[src/rtl/flocra_axi_master.sv]
// AXI4-Lite initiator for the flocra s0_axi slave: one outstanding command at a
// time, with a per-transaction cycle budget and a drain phase for late beats.
module flocra_axi_master #(
  parameter int unsigned ADDR_WIDTH = 19,
  parameter int unsigned DATA_WIDTH = 32,
  parameter int unsigned TIMEOUT    = 1024
) (
  input  logic                      clk,
  input  logic                      rst,
  input  logic                      cmd_valid_i,
  output logic                      cmd_ready_o,
  input  logic                      cmd_write_i,
  input  logic [ADDR_WIDTH-1:0]     cmd_addr_i,
  input  logic [DATA_WIDTH-1:0]     cmd_wdata_i,
  output logic                      rsp_valid_o,
  input  logic                      rsp_ready_i,
  output logic                      rsp_write_o,
  output logic [DATA_WIDTH-1:0]     rsp_data_o,
  output logic [1:0]                rsp_resp_o,
  output logic                      rsp_timeout_o,
  output logic                      busy_o,
  output logic [ADDR_WIDTH-1:0]     m0_axi_awaddr,
  output logic [2:0]                m0_axi_awprot,
  output logic                      m0_axi_awvalid,
  input  logic                      m0_axi_awready,
  output logic [DATA_WIDTH-1:0]     m0_axi_wdata,
  output logic [DATA_WIDTH/8-1:0]   m0_axi_wstrb,
  output logic                      m0_axi_wvalid,
  input  logic                      m0_axi_wready,
  input  logic [1:0]                m0_axi_bresp,
  input  logic                      m0_axi_bvalid,
  output logic                      m0_axi_bready,
  output logic [ADDR_WIDTH-1:0]     m0_axi_araddr,
  output logic [2:0]                m0_axi_arprot,
  output logic                      m0_axi_arvalid,
  input  logic                      m0_axi_arready,
  input  logic [DATA_WIDTH-1:0]     m0_axi_rdata,
  input  logic [1:0]                m0_axi_rresp,
  input  logic                      m0_axi_rvalid,
  output logic                      m0_axi_rready
);

  localparam int unsigned CNT_WIDTH = (TIMEOUT < 2) ? 1 : $clog2(TIMEOUT);
  localparam logic [CNT_WIDTH-1:0] CNT_LAST = CNT_WIDTH'(TIMEOUT - 1);

  typedef enum logic [2:0] {S_IDLE, S_WRITE, S_READ, S_RSP, S_DRAIN} state_t;

  state_t               state;
  logic                 cmd_rdy_q;
  logic                 wr_q;
  logic                 drain_q;
  logic                 aw_done, w_done, ar_done;
  logic [CNT_WIDTH-1:0] cnt;

  logic aw_hs, w_hs, ar_hs, b_hs, r_hs;
  logic aw_done_n, w_done_n, ar_done_n, timeout_hit;

  assign aw_hs     = m0_axi_awvalid & m0_axi_awready;
  assign w_hs      = m0_axi_wvalid  & m0_axi_wready;
  assign ar_hs     = m0_axi_arvalid & m0_axi_arready;
  assign b_hs      = m0_axi_bvalid  & m0_axi_bready;
  assign r_hs      = m0_axi_rvalid  & m0_axi_rready;
  assign aw_done_n = aw_done | aw_hs;
  assign w_done_n  = w_done  | w_hs;
  assign ar_done_n = ar_done | ar_hs;
  assign timeout_hit = (TIMEOUT != 0) && (cnt == CNT_LAST);

  // Ready is forced low while reset is held so nothing is accepted in that cycle.
  assign cmd_ready_o   = cmd_rdy_q & ~rst;
  assign m0_axi_awprot = 3'b000;
  assign m0_axi_arprot = 3'b000;
  assign m0_axi_wstrb  = '1;

  always_ff @(posedge clk) begin
    if (rst) begin
      state          <= S_IDLE;
      cmd_rdy_q      <= 1'b1;
      busy_o         <= 1'b0;
      wr_q           <= 1'b0;
      drain_q        <= 1'b0;
      aw_done        <= 1'b0;
      w_done         <= 1'b0;
      ar_done        <= 1'b0;
      cnt            <= '0;
      m0_axi_awaddr  <= '0;
      m0_axi_awvalid <= 1'b0;
      m0_axi_wdata   <= '0;
      m0_axi_wvalid  <= 1'b0;
      m0_axi_bready  <= 1'b0;
      m0_axi_araddr  <= '0;
      m0_axi_arvalid <= 1'b0;
      m0_axi_rready  <= 1'b0;
      rsp_valid_o    <= 1'b0;
      rsp_write_o    <= 1'b0;
      rsp_data_o     <= '0;
      rsp_resp_o     <= 2'b00;
      rsp_timeout_o  <= 1'b0;
    end else begin
      // Address/data channels retire on their own handshake in any state.
      if (aw_hs) begin
        m0_axi_awvalid <= 1'b0;
        aw_done        <= 1'b1;
      end
      if (w_hs) begin
        m0_axi_wvalid <= 1'b0;
        w_done        <= 1'b1;
      end
      if (ar_hs) begin
        m0_axi_arvalid <= 1'b0;
        ar_done        <= 1'b1;
      end

      case (state)
        S_IDLE: begin
          if (cmd_valid_i && cmd_rdy_q) begin
            cmd_rdy_q <= 1'b0;
            busy_o    <= 1'b1;
            wr_q      <= cmd_write_i;
            cnt       <= '0;
            aw_done   <= 1'b0;
            w_done    <= 1'b0;
            ar_done   <= 1'b0;
            if (cmd_write_i) begin
              state          <= S_WRITE;
              m0_axi_awaddr  <= cmd_addr_i;
              m0_axi_wdata   <= cmd_wdata_i;
              m0_axi_awvalid <= 1'b1;
              m0_axi_wvalid  <= 1'b1;
            end else begin
              state          <= S_READ;
              m0_axi_araddr  <= cmd_addr_i;
              m0_axi_arvalid <= 1'b1;
            end
          end
        end

        S_WRITE: begin
          if (b_hs) begin
            state         <= S_RSP;
            m0_axi_bready <= 1'b0;
            rsp_valid_o   <= 1'b1;
            rsp_write_o   <= 1'b1;
            rsp_data_o    <= '0;
            rsp_resp_o    <= m0_axi_bresp;
            rsp_timeout_o <= 1'b0;
          end else if (timeout_hit) begin
            state         <= S_RSP;
            drain_q       <= 1'b1;
            m0_axi_bready <= 1'b0;
            rsp_valid_o   <= 1'b1;
            rsp_write_o   <= 1'b1;
            rsp_data_o    <= '0;
            rsp_resp_o    <= 2'b00;
            rsp_timeout_o <= 1'b1;
          end else begin
            cnt           <= cnt + CNT_WIDTH'(1);
            m0_axi_bready <= aw_done_n & w_done_n;
          end
        end

        S_READ: begin
          if (r_hs) begin
            state         <= S_RSP;
            m0_axi_rready <= 1'b0;
            rsp_valid_o   <= 1'b1;
            rsp_write_o   <= 1'b0;
            rsp_data_o    <= m0_axi_rdata;
            rsp_resp_o    <= m0_axi_rresp;
            rsp_timeout_o <= 1'b0;
          end else if (timeout_hit) begin
            state         <= S_RSP;
            drain_q       <= 1'b1;
            m0_axi_rready <= 1'b0;
            rsp_valid_o   <= 1'b1;
            rsp_write_o   <= 1'b0;
            rsp_data_o    <= '0;
            rsp_resp_o    <= 2'b00;
            rsp_timeout_o <= 1'b1;
          end else begin
            cnt           <= cnt + CNT_WIDTH'(1);
            m0_axi_rready <= ar_done_n;
          end
        end

        S_RSP: begin
          if (rsp_ready_i) begin
            rsp_valid_o <= 1'b0;
            if (drain_q) begin
              state         <= S_DRAIN;
              m0_axi_bready <= wr_q & aw_done_n & w_done_n;
              m0_axi_rready <= ~wr_q & ar_done_n;
            end else begin
              state     <= S_IDLE;
              cmd_rdy_q <= 1'b1;
              busy_o    <= 1'b0;
            end
          end
        end

        // Swallow the late B/R beat of a timed-out transaction.
        S_DRAIN: begin
          if ((wr_q && b_hs) || (!wr_q && r_hs)) begin
            state         <= S_IDLE;
            drain_q       <= 1'b0;
            m0_axi_bready <= 1'b0;
            m0_axi_rready <= 1'b0;
            cmd_rdy_q     <= 1'b1;
            busy_o        <= 1'b0;
          end else begin
            m0_axi_bready <= wr_q & aw_done_n & w_done_n;
            m0_axi_rready <= ~wr_q & ar_done_n;
          end
        end

        default: state <= S_IDLE;
      endcase
    end
  end

endmodule

[config.mk]
export PLATFORM = sky130hd
export DESIGN_NAME = flocra_axi_master
export DESIGN_NICKNAME = d
export VERILOG_FILES = /design/src/rtl/flocra_axi_master.sv
export SDC_FILE = /design/constraint.sdc
export NUM_CORES = 1
export LEC_CHECK = 0
export ABC_AREA = 1
export BUFFER_PORTS_ARGS = -buffer_cell sky130_fd_sc_hd__buf_2
export CAP_MARGIN = 10
export CORE_ASPECT_RATIO = 1.5
export CORE_MARGIN = 10
export CORE_UTILIZATION = 50
export DETAILED_ROUTE_END_ITERATION = 6
export PLACE_DENSITY = 0.9
export SLEW_MARGIN = 40
export SYNTH_ARGS = -nofsm -noshare
export SYNTH_HDL_FRONTEND = slang
export SYNTH_SLANG_ARGS = --single-unit
[constraint.sdc]
create_clock -name clk -period 4.7 [get_ports clk]
set_input_delay 0.235 -clock clk [delete_from_list [all_inputs] [get_ports clk]]
set_output_delay 0.235 -clock clk [all_outputs]
set_load 0.05 [all_outputs]
# After elaboration in Yosys (flattened, before gate mapping)
# Cells that the tools add are included.
[word_totals] register_bits=132 word_cells=160 output_inout_bits=124
[classes] muxes=83 bitwise=16 n_reduce_logical=24 n_eq_ne=14 n_addsub=1
[ops] operator="32-bit two-way mux" n=3
[ops] operator="32-bit case mux with 2 select lines" n=1
[ops] operator="1-bit two-way mux" n=53
[ops] operator="10-bit two-way mux" n=4
[ops] operator="10-bit case mux with 3 select lines" n=1
[ops] operator="3-bit two-way mux" n=7
[ops] operator="1-bit case mux with 3 select lines" n=6
[ops] operator="3-bit AND reduction" n=6
[ops] operator="3-bit nonzero test" n=6
[ops] operator="3-bit case mux with 5 select lines" n=1
[ops] operator="2-bit != test (second input constant)" n=7
[ops] operator="10-bit by 1-bit adder with 10-bit output (second input constant)" n=1
[ops] operator="1-bit AND" n=10
[ops] operator="10-bit == test (second input constant)" n=1
[ops] operator="2-bit two-way mux" n=4
[ops] operator="4-bit AND reduction" n=2
[ops] operator="3-bit by 2-bit == test with 1-bit output (second input constant)" n=2
[ops] operator="3-bit != test (second input constant)" n=2
[ops] operator="5-bit AND reduction" n=1
[ops] operator="1-bit case mux with 2 select lines" n=2
[ops] operator="2-bit case mux with 2 select lines" n=1
[ops] operator="2-bit AND reduction" n=2
[ops] operator="3-bit by 1-bit == test with 1-bit output (second input constant)" n=1
[ops] operator="3-bit == test (second input constant)" n=1
[ops] operator="other kinds (7)" n=13

# Depth between registers and ports, before layout
# Gate-level depths: netlist (run 1).
[logic_depth] word_depth=7 ltp_mapped=11 depth_no_buf=10

# Worst setup path after synthesis (run 1)
# No wires, ideal clock.
[synth_path] path_type="reg-to-reg" start="reg cnt[0]" end="reg rsp_data_o[10]" period_less_slack_ns=1.576 setup_ns=0.131 arrival_ns=1.445 stages_incl_launch_ff=10 n_path_buf=1 slack_ns=3.124 path_cell_list="dfxtp_1 ha_1 nand2_1 nor2_4 nand3_2 nand3_2 nand2_4 buf_6 nand2_1 a21oi_2"
[synth_via] elab_chain_cells=4 elab_cells_between_ends=5 cone_classes="eq/ne: 1; mux: 4"
[synth_rtl] element="start: declaration" line="53" text="logic [CNT_WIDTH-1:0] cnt;"
[synth_rtl] element="start signal: assignment" line="156" text="cnt <= cnt + CNT_WIDTH'(1);"
[synth_rtl] element="start signal: assignment" line="180" text="cnt <= cnt + CNT_WIDTH'(1);"
[synth_rtl] element="10-bit == test (*)" line="66" text="assign timeout_hit = (TIMEOUT != 0) && (cnt == CNT_LAST);"
[synth_rtl] element="32-bit two-way mux (*)"
[synth_rtl] element="32-bit two-way mux (on tied branches)"
[synth_rtl] element="32-bit case mux with 2 select lines (*)"
[synth_rtl] element="end signal: assignment" line="167" text="rsp_data_o <= m0_axi_rdata;"
[synth_rtl] element="end: declaration" line="18" text="output logic [DATA_WIDTH-1:0] rsp_data_o,"
# Mark *: on every way between the ends. The rest lies on a longest branch, timed or not.
# A chain may end at the register's enable or synchronous reset.

# Worst setup path in the final report (run 1)
[layout_path] start="reg state[0]" end="reg m0_axi_araddr[17]"
[layout_via] elab_chain_cells=2
[layout_rtl] element="start: declaration" line="48" text="state_t state;"
[layout_rtl] element="start signal: assignment" line="76" text="state <= S_IDLE;"
[layout_rtl] element="start signal: assignment" line="124" text="state <= S_WRITE;"
[layout_rtl] element="start signal: assignment" line="130" text="state <= S_READ;"
[layout_rtl] element="3-bit logical NOT" line="113" text="case (state)"
[layout_rtl] element="3-bit AND reduction (no line)"
[layout_rtl] element="end signal: assignment" line="131" text="m0_axi_araddr <= cmd_addr_i;"
[layout_rtl] element="end: declaration" line="33" text="output logic [ADDR_WIDTH-1:0] m0_axi_araddr,"
# Every way passes these cells.

==> results by stage, run 1 <==
Status:
- The run finished with clean final reports.

Worst setup path:
- Data on the critical path is required at its endpoint by roughly 5 ns.
- Of all nets on the critical path, the largest fanout is 20.
- Walking the worst path, the cells encountered are nor2_4, nand2_2, nor2_2, inv_2, nor2_4, inv_1, nor2_1, nor2_1.
- The critical path is of the reg2reg type.
- The stage delay of the slowest cell on the critical path is approximately 0.45 ns.
- The worst setup path is launched from a flip-flop.
- The reg-to-reg setup timing slack is 2.55 ns.
- The critical path capture point type is a flip-flop.
- Measured in cells, the most critical reg-to-reg path has a length of 8.
- The critical path's top delay family is simple AND/OR/NAND/NOR gates.
- The launch instance of the worst register-to-register path is state[0]$_SDFFE_PP0P_.
- The arrival time at the worst endpoint is 2.45 ns.
- The endpoint of the lowest-slack register-to-register path is m0_axi_araddr[17]$_SDFFE_PP0P_.
- Together, buffers and inverters on the worst path number 2.
- The slowest library cell on the worst path is inv_1.

Global route:
- Across every metal layer, demand over resource in global routing totals 0.1927.
- The pin count of the biggest net entering global routing is 78.
- The wire length of the first global-routing pass is 24.44 mm.
- The number of antenna violations at the first check in global routing is 0.
- After global routing the overflow that remains totals 0.
- The via count of the first global-routing pass is ~5100.

Routing:
- The via count is 5261.
- The first TritonRoute pass finished after 7 iterations.
- The detailed router finished its first iteration with roughly 200 violations.
- After detailed routing, the number of remaining DRC violations is 0.
- The count of nets left with antenna violations once routing finished came out at 0.
- The average detailed-routed wire length per instance is around 14 um.
- The routed wire length is around 15 mm.
- In the routed layout, each cell is associated on average with a via count of 4.908.

STA:
- In the finished design, the share of the clock period the worst path needs comes to 0.4584.
- The tightest hold path in the finished design has a slack of around 0.065 ns.
- The final hold violation count came to 0.
- The final worst slack is about 2.5 ns.
- The final critical-path required period is around 2.2 ns.
- The aggregate negative setup slack is 0 ns.
- Setup repair after global routing left no endpoint under its margin.
- Setup violations remaining at the end of the flow were counted as 0.
- The final setup skew is around 0.0051 ns.
- The number of pins with negative max-slew slack in the final report is 0.
- The maximum frequency from static timing analysis is approximately 460 MHz.
- The worst-case headroom to the max-slew limit is 0.5416.
- At the pin with the least slew margin, the transition time is about 0.69 ns.

Synthesis:
- The count of unique library cells instantiated by Yosys is 31.
- The share of the Yosys chip area taken by registers is 0.4944.
- The most repeated cell in the gate-level netlist after synthesis is nor2_1.
- By area the synthesized netlist is led by dfxtp_1 (49%), nor2_1 (11%), nand2_1 (10%).
- The proportion of register bits with asynchronous set or reset after synthesis is 0.
- After synthesis the cells add up to between 0.005 and 0.006 mm2.
- After synthesis, the mean cell area works out to 7.403 um2.
- The area share of the largest cell type after synthesis is 0.4944.
- The most used flip-flop cell after synthesis is dfxtp_1.
- The number of enable-type register cells in the synthesized netlist is 0.
- Synthesis produced roughly 720 cells.
- Ranked by instance count, the synthesized netlist is headed by nor2_1 (163), nand2_1 (147), dfxtp_1 (132).
- The warning count from the yosys run is 0.
- After synthesis the netlist holds a flip-flop and latch count of about 130.
- The library cell occupying the most area in the post-synthesis netlist is dfxtp_1.

Clock network:
- The maximum buffer depth of the clock tree is 2.
- The number of instances resized during post-cts repair is 0.
- The clock root buffer is clkbuf_16.
- The TritonCTS clock tree is yes.
- The total clock buffers created by CTS is 17.
- Counting every sink on the clock net gives around 130.
- The quantity of hold-fixing buffers added after cts is 0.
- The post-CTS setup buffer count is 0.
- The maximum level of the CTS H-tree is 4.
- The clock transition time at the flip-flop clock pins of the worst setup and hold paths is approximately 0.06 ns.
- The worst-skew pair later-pin latency is about 0.41 ns.

Hold path:
- The end of the worst hold path is m0_axi_araddr[8]$_SDFFE_PP0P_.
- Along the worst hold path, the cell count comes to 3.
- In this run the worst hold path is classified as in2reg.
- The startpoint of the tightest hold check path is cmd_addr_i[8].

Finish:
- 0 antenna diodes ended up in the layout.
- For this run, the share of the core covered by cells in the final layout is 0.6570.
- The area growth from synthesis to layout is 29.47%.
- After routing the design area is 0.006920 mm2.
- After the last flow step, the layout net total stands at 1013.
- The finished layout holds 1072 standard cells, fillers aside.
- The fraction of final layout cells sized beyond drive strength 1 is 0.2963.

Die:
- The total area inside the core boundary comes to about 0.011 mm2.
- The initial standard-cell utilization of the core is 0.5075.
- The number of core rows is 46.
- The y dimension of the die is around 150 um.
- The die is 104.4 um wide.
- For this design the top-level I/O count stands at between 200 and 250.
- The die covers between 0.015 and 0.02 mm2.

Power and ir drop:
- The power dissipated by switching net loads is 0.9795 mW.
- The peak supply drop is 0.0002562 V.
- The share of total power dissipated in combinational logic is 0.195.
- Dividing total power by cell area gives a power density of roughly 450 mW/mm2.
- The internal power is approximately 2.1 mW.
- The switching share of total power is 0.3150.
- Summed over all cells, the static leakage comes to approximately 3.3 nW.
- The share of total power dissipated in sequential elements is 0.396.
- The relative contribution of the clock network to total power is 0.409.
- The overall power consumption is slightly above 3 mW.

Placed design:
- The placed wire-length estimate is approximately 11 mm.
- The number of placed cells counting well taps is between 1000 and 1500.
- After detailed placement, the total cell area comes to ~0.0063 mm2.
- Port buffering added between 200 and 250 buffers.
- The worst-case setup slack after placement is ~2.6 ns.
- Routability-driven placement finished with a final weighted congestion of 0.9228.

Run:
- The max-cap check violation count is 0.
-- final cells by class --
cell class / instances / area, um2
clock buffers: 20 / 446.7
clock inverters: 12 / 130.1
fillers: 899 / 3612
inverters: 40 / 155.1
multi-input cells: 513 / 2307
flip-flops and latches: 132 / 2643
well taps: 144 / 180.2
repair buffers: 211 / 1059
-- logic make-up after synthesis --
| group | after synthesis | share of synthesized area |
|---|---|---|
| XOR/XNOR | 1 | 0.001639 |
| AND/OR/NAND/NOR | 359 | 0.2830 |
| AO/OA/AOI/OAI | 142 | 0.1367 |
| other | 2 | 0.001405 |
| adder cells (fa/ha/maj) | 1 | 0.002340 |
| flip-flops | 132 | 0.4944 |
| buffers and inverters | 85 | 0.08052 |
-- layer usage --
layer / track usage / share of wire / vias up
li1: - / - / 2668
met1: 0.1993 / 0.39 / 2371
met2: 0.3350 / 0.51 / 194
met3: 0.07048 / 0.076 / 28
met4: 0.09427 / 0.025 / 0
met5: 0 / 0 / -
-- registers in the layout, summed over array words and instances (netlist names), 2 cells and up --
register       count
m0_axi_wdata      32
cnt               10
m0_axi_araddr     19
rsp_resp_o         2
m0_axi_awaddr     19
state              3
rsp_data_o        32
-- worst max path at each step --
stage / cells after the start / slack [ns] / start / to
floorplan: 9 / 3.12 / cnt[0]$_SDFFE_PP0P_ / rsp_data_o[10]$_SDFFE_PP0P_
CTS: 8 / 2.56 / state[0]$_SDFFE_PP0P_ / m0_axi_araddr[17]$_SDFFE_PP0P_
detailed placement: 8 / 2.59 / state[0]$_SDFFE_PP0P_ / m0_axi_araddr[17]$_SDFFE_PP0P_
global placement: 7 / 2.23 / state[0]$_SDFFE_PP0P_ / m0_axi_wdata[6]$_SDFFE_PP0P_
finish: 8 / 2.55 / state[0]$_SDFFE_PP0P_ / m0_axi_araddr[17]$_SDFFE_PP0P_
global route: 8 / 2.36 / state[0]$_SDFFE_PP0P_ / m0_axi_araddr[7]$_SDFFE_PP0P_
-- placed cells by master (no fill, tap or decap) --
master / count
nand4_4: 1
ha_1: 1
clkbuf_16: 17
inv_4: 2
clkbuf_1: 2
nand3_2: 3
bufinv_16: 2
xnor2_1: 1
clkbuf_8: 1
conb_1: 10
inv_6: 2
a21oi_1: 56
clkinv_4: 2
dfxtp_1: 132
nor3_2: 1
nand2_2: 6
nor3_1: 2
clkinv_2: 4
inv_2: 5
a21oi_2: 4
nor3b_1: 1
nand2_1: 147
buf_2: 210
nor2_2: 4
nor2_1: 163
nand2_4: 3
o211ai_1: 1
nand3b_1: 1
o21ai_0: 69
nor2_4: 5
nand4_1: 4
clkinvlp_4: 2
inv_1: 33
buf_4: 1
nand3_1: 18
o21ai_1: 10
o22ai_1: 2
-- power by group through the flow --
| stage | Sequential (mW) | Clock [mW] | Combinational [mW] |
|---|---|---|---|
| 6_report | 1.23 | 1.27 | 0.607 |
| 5_1_grt | 1.24 | 1.34 | 0.655 |
| 4_1_cts | 1.23 | 1.30 | 0.610 |
| 3_5_place_dp | 1.25 | 0 | 0.606 |
| 3_3_place_gp | 1.25 | 0 | 0.597 |
| 2_1_floorplan | 1.48 | 0 | 0.234 |
-- tightest hold or removal path: cells and delay by family --
| kind | cells | cell delay, ns |
|---|---|---|
| buffers and inverters | 1 | 0.08 |
| and+or+nand+nor | 2 | 0.12 |
Power figures use the tool's default switching activity.
==> inputs of run 2 (changes only) <==
--- a/config.mk
+++ b/config.mk
@@ -10,9 +10,9 @@
 export CAP_MARGIN = 10
 export CORE_ASPECT_RATIO = 1.5
 export CORE_MARGIN = 10
-export CORE_UTILIZATION = 50
+export CORE_UTILIZATION = 48
 export DETAILED_ROUTE_END_ITERATION = 6
-export PLACE_DENSITY = 0.9
+export PLACE_DENSITY = 0.87
 export SLEW_MARGIN = 40
 export SYNTH_ARGS = -nofsm -noshare
 export SYNTH_HDL_FRONTEND = slang
==> constraint.sdc (replaced) <==
create_clock -name clk -period 2.1 [get_ports clk]
set_input_delay 0.105 -clock clk [delete_from_list [all_inputs] [get_ports clk]]
set_output_delay 0.105 -clock clk [all_outputs]
set_load 0.05 [all_outputs]
==> run 2 against run 1 <==
Flip-flop and latch count is the same. Clock-buffer cell count fell by 1. Global-route usage rose by 2.7 points. Die area is 3.5% higher. Sequential share of layout area shrank 4.5 points. Largest cell class unchanged. Wire length up 15%.
==> results by stage, run 2 (synthesis results as in run 1) <==
Routing:
- The routed wire length is 17.53 mm (+15%).
- The via count is 5761 (+9.5%).
- The detailed-route vias per instance was 4.932 (+0.50%).
- The average detailed-routed wire length per instance is 15.00 um (+5.3%).
- The final antenna-violating net count is 0 (unchanged).
- The DRC violations left is 0 (unchanged).
- The detailed-router iteration count before antenna repair came to 6 (-1).
- The number of DRC violations after detailed-routing iteration 0 is 284 (+39%).

STA:
- The final critical-path required period came to 1.864 ns (-0.2905 ns).
- The worst-case headroom to the max-slew limit is 0.5565 (+0.01497).
- The transition at the pin with the smallest max-transition slack is 0.6645 ns (-0.02243 ns).
- The number of endpoints failing setup at the final stage is 0 (unchanged).
- The final worst slack came to 0.2358 ns (-2.310 ns).
- The aggregate negative setup slack is 0 ns (unchanged).
- Setup repair after global routing left no endpoint under its margin.
- The portion of the clock cycle consumed by the worst path in the final layout is 0.8877 (+0.4293).
- The final setup skew came to 0.01363 ns (+0.008483 ns).
- The number of pins with negative max-slew slack in the final report is 0 (unchanged).
- The maximum frequency from static timing analysis is 536.4 MHz (+16%).
- The final hold violation count is 0 (unchanged).

Power and ir drop:
- The peak supply drop came to 0.0006595 V (+160%).
- The ratio of total power to cell area is 897.5 mW/mm2 (+100%).
- The leakage power of the design is 3.688 nW (+11%).

Worst setup path:
- The required time of the worst setup path was 2.36 ns (-2.64 ns).
- The startpoint type of the worst setup path is a flip-flop.
- The largest fanout on the critical path is 35 (+75%).
- The arrival time at the worst endpoint is 2.13 ns (-0.32 ns).
- The critical path in this run is classified as reg2reg.
- The critical path capture point type is a flip-flop.

Clock network:
- The total clock buffers created by CTS is 17 (unchanged).
- TritonCTS built the clock tree.
- The maximum level of the CTS H-tree came to 4 (unchanged).
- The TritonCTS sink count is 132 (unchanged).
- The clock transition time at the flip-flop clock pins of the worst setup and hold paths is 0.06 ns (about the same).
- The worst-skew pair later-pin latency is 0.41 ns (about the same).
- The maximum buffer depth of the clock tree is 2 (unchanged).
- Clock tree synthesis selected as its root buffer the cell clkbuf_16.

Placed design:
- The final RePlAce weighted congestion is 0.9230 (about the same).
- The number of I/O port buffers is 210 (unchanged).
- The worst-case setup slack after placement is 0.2705 ns (-2.315 ns).
- The placed wire-length estimate is 11.38 mm (+3.2%).
- The placed instance area is 0.006444 mm2 (+1.6%).

Status:
- The run finished with clean final reports.

Global route:
- The pin count of the biggest net entering global routing is 55 (-29%).
- The global router's overall resource usage was 0.2199 (+0.02728).
- The wire length of the first global-routing pass is 28.60 mm (+17%).
- The via count of the first global-routing pass is 5794 (+14%).
- The total congestion overflow after global routing was 0 (unchanged).
- The number of antenna violations at the first check in global routing is 1 (+1).

Die:
- The width of the chip is 106.2 um (+1.7%).
- The number of core rows is 47 (+2.2%).
- The number of top-level design ports is 221 (unchanged).
- The initial standard-cell utilization of the core is 0.4861 (-0.02142).
- The area of the core came to 0.01100 mm2 (+4.4%).
- The die area was 0.01584 mm2 (+3.5%).
- The y dimension of the die is 149.2 um (+1.8%).

Finish:
- The area of all placed cells without fillers is 0.007835 mm2 (+13%).
- The final standard cell utilization of the core came to 0.7125 (+0.05544).
- In the final layout, the registers with the most flip-flops are m0_axi_wdata (32), rsp_data_o (32).
- The fraction of final layout cells sized beyond drive strength 1 came to 0.2784 (-0.01790).
- From synthesis to final layout, the design area changed by 46.58%.
- The number of filler cells placed in the layout is 788 (-12%).
- The final-stage net count is 1105 (+9.1%).
- The leading cell type in the layout, fill and taps excluded is buf_2.
- In the layout the commonest cells are buf_2 (210), nor2_1 (163), nand2_1 (147), dfxtp_1 (132), dlygate4sd3_1 (83).

Run:
- The max-cap check violation count is 0 (unchanged).

Hold path:
- The worst hold path belongs to the class in2reg.
==> run 2: cell count changes in the layout (fill, tap and decap cells not counted), sizes merged <==
cell         delta
clkbuf          -1
diode           +1
buf             +9
clkinv          -2
dlygate4sd3    +83
inv             +1
bufinv          -1
clkinvlp        +3
==> run 2: power breakdown <==
group / total [mW] / internal [mW] / switching [mW] / leakage, nW
Sequential: 2.75 / 2.67 / 0.0872 / 1.08
Combinational: 1.52 / 0.441 / 1.08 / 2.36
Clock: 2.76 / 1.64 / 1.12 / 0.257
==> run 2: worst paths after layout <==
| check | from | to | slack, ns | depth (start not counted) |
|---|---|---|---|---|
| worst min register to register | aw_done$_SDFF_PP0_ | aw_done$_SDFF_PP0_ | 0.45 | 2 |
| worst max register to register | cnt[0]$_SDFFE_PP0P_ | rsp_data_o[13]$_SDFFE_PP0P_ | 0.24 | 8 |
| worst min-delay path | cmd_wdata_i[3] | m0_axi_wdata[3]$_SDFFE_PP0P_ | 0.05 | 3 |
| worst max-delay path | cnt[0]$_SDFFE_PP0P_ | rsp_data_o[13]$_SDFFE_PP0P_ | 0.24 | 8 |
==> run 2: per-stage QoR <==
stage               power [mW]  hold slack [ns]  std cells
floorplan                3.835           0.2399        730
global placement         4.154           0.3422       1052
detailed placement       4.180           0.3455       1052
CTS                      7.064          0.01798       1167
global route             7.319          0.07145       1168
finish                   7.032          0.04870       1168
==> run 2: cell type report <==
| class | count | area [um2] | area share |
|---|---|---|---|
| Timing Repair Buffer | 303 | 1994 | 0.2546 |
| Antenna cell | 1 | 2.502 | 0.0003194 |
| Multi-Input combinational cell | 513 | 2302 | 0.2938 |
| Inverter | 40 | 151.4 | 0.01932 |
| Clock inverter | 13 | 125.1 | 0.01597 |
| Clock buffer | 19 | 432.9 | 0.05525 |
| Tap cell | 147 | 183.9 | 0.02347 |
| Sequential cell | 132 | 2643 | 0.3373 |
==> run 2: routing by layer <==
| layer | track usage | wire length (um) |
|---|---|---|
| met5 | 0 | 0 |
| met2 | 0.3747 | 8761 |
| met4 | 0.1101 | 628 |
| met3 | 0.07958 | 1452 |
| met1 | 0.2344 | 6683 |
==> run 2: critical path, stage by stage, from the launching register on <==
cell     delay, ns
dfxtp_1       0.43
ha_1          0.25
nand2_1       0.11
nor2_4        0.20
nand3_2       0.13
nand3_2       0.12
nand2_4       0.22
nand2_1       0.18
a21oi_1       0.08
==> run 2: what timing repair did <==
action	4_1_cts	5_1_grt
hold endpoints to repair	102	0
resized for setup	0	0
buffers inserted	0	0
hold buffers	83	0
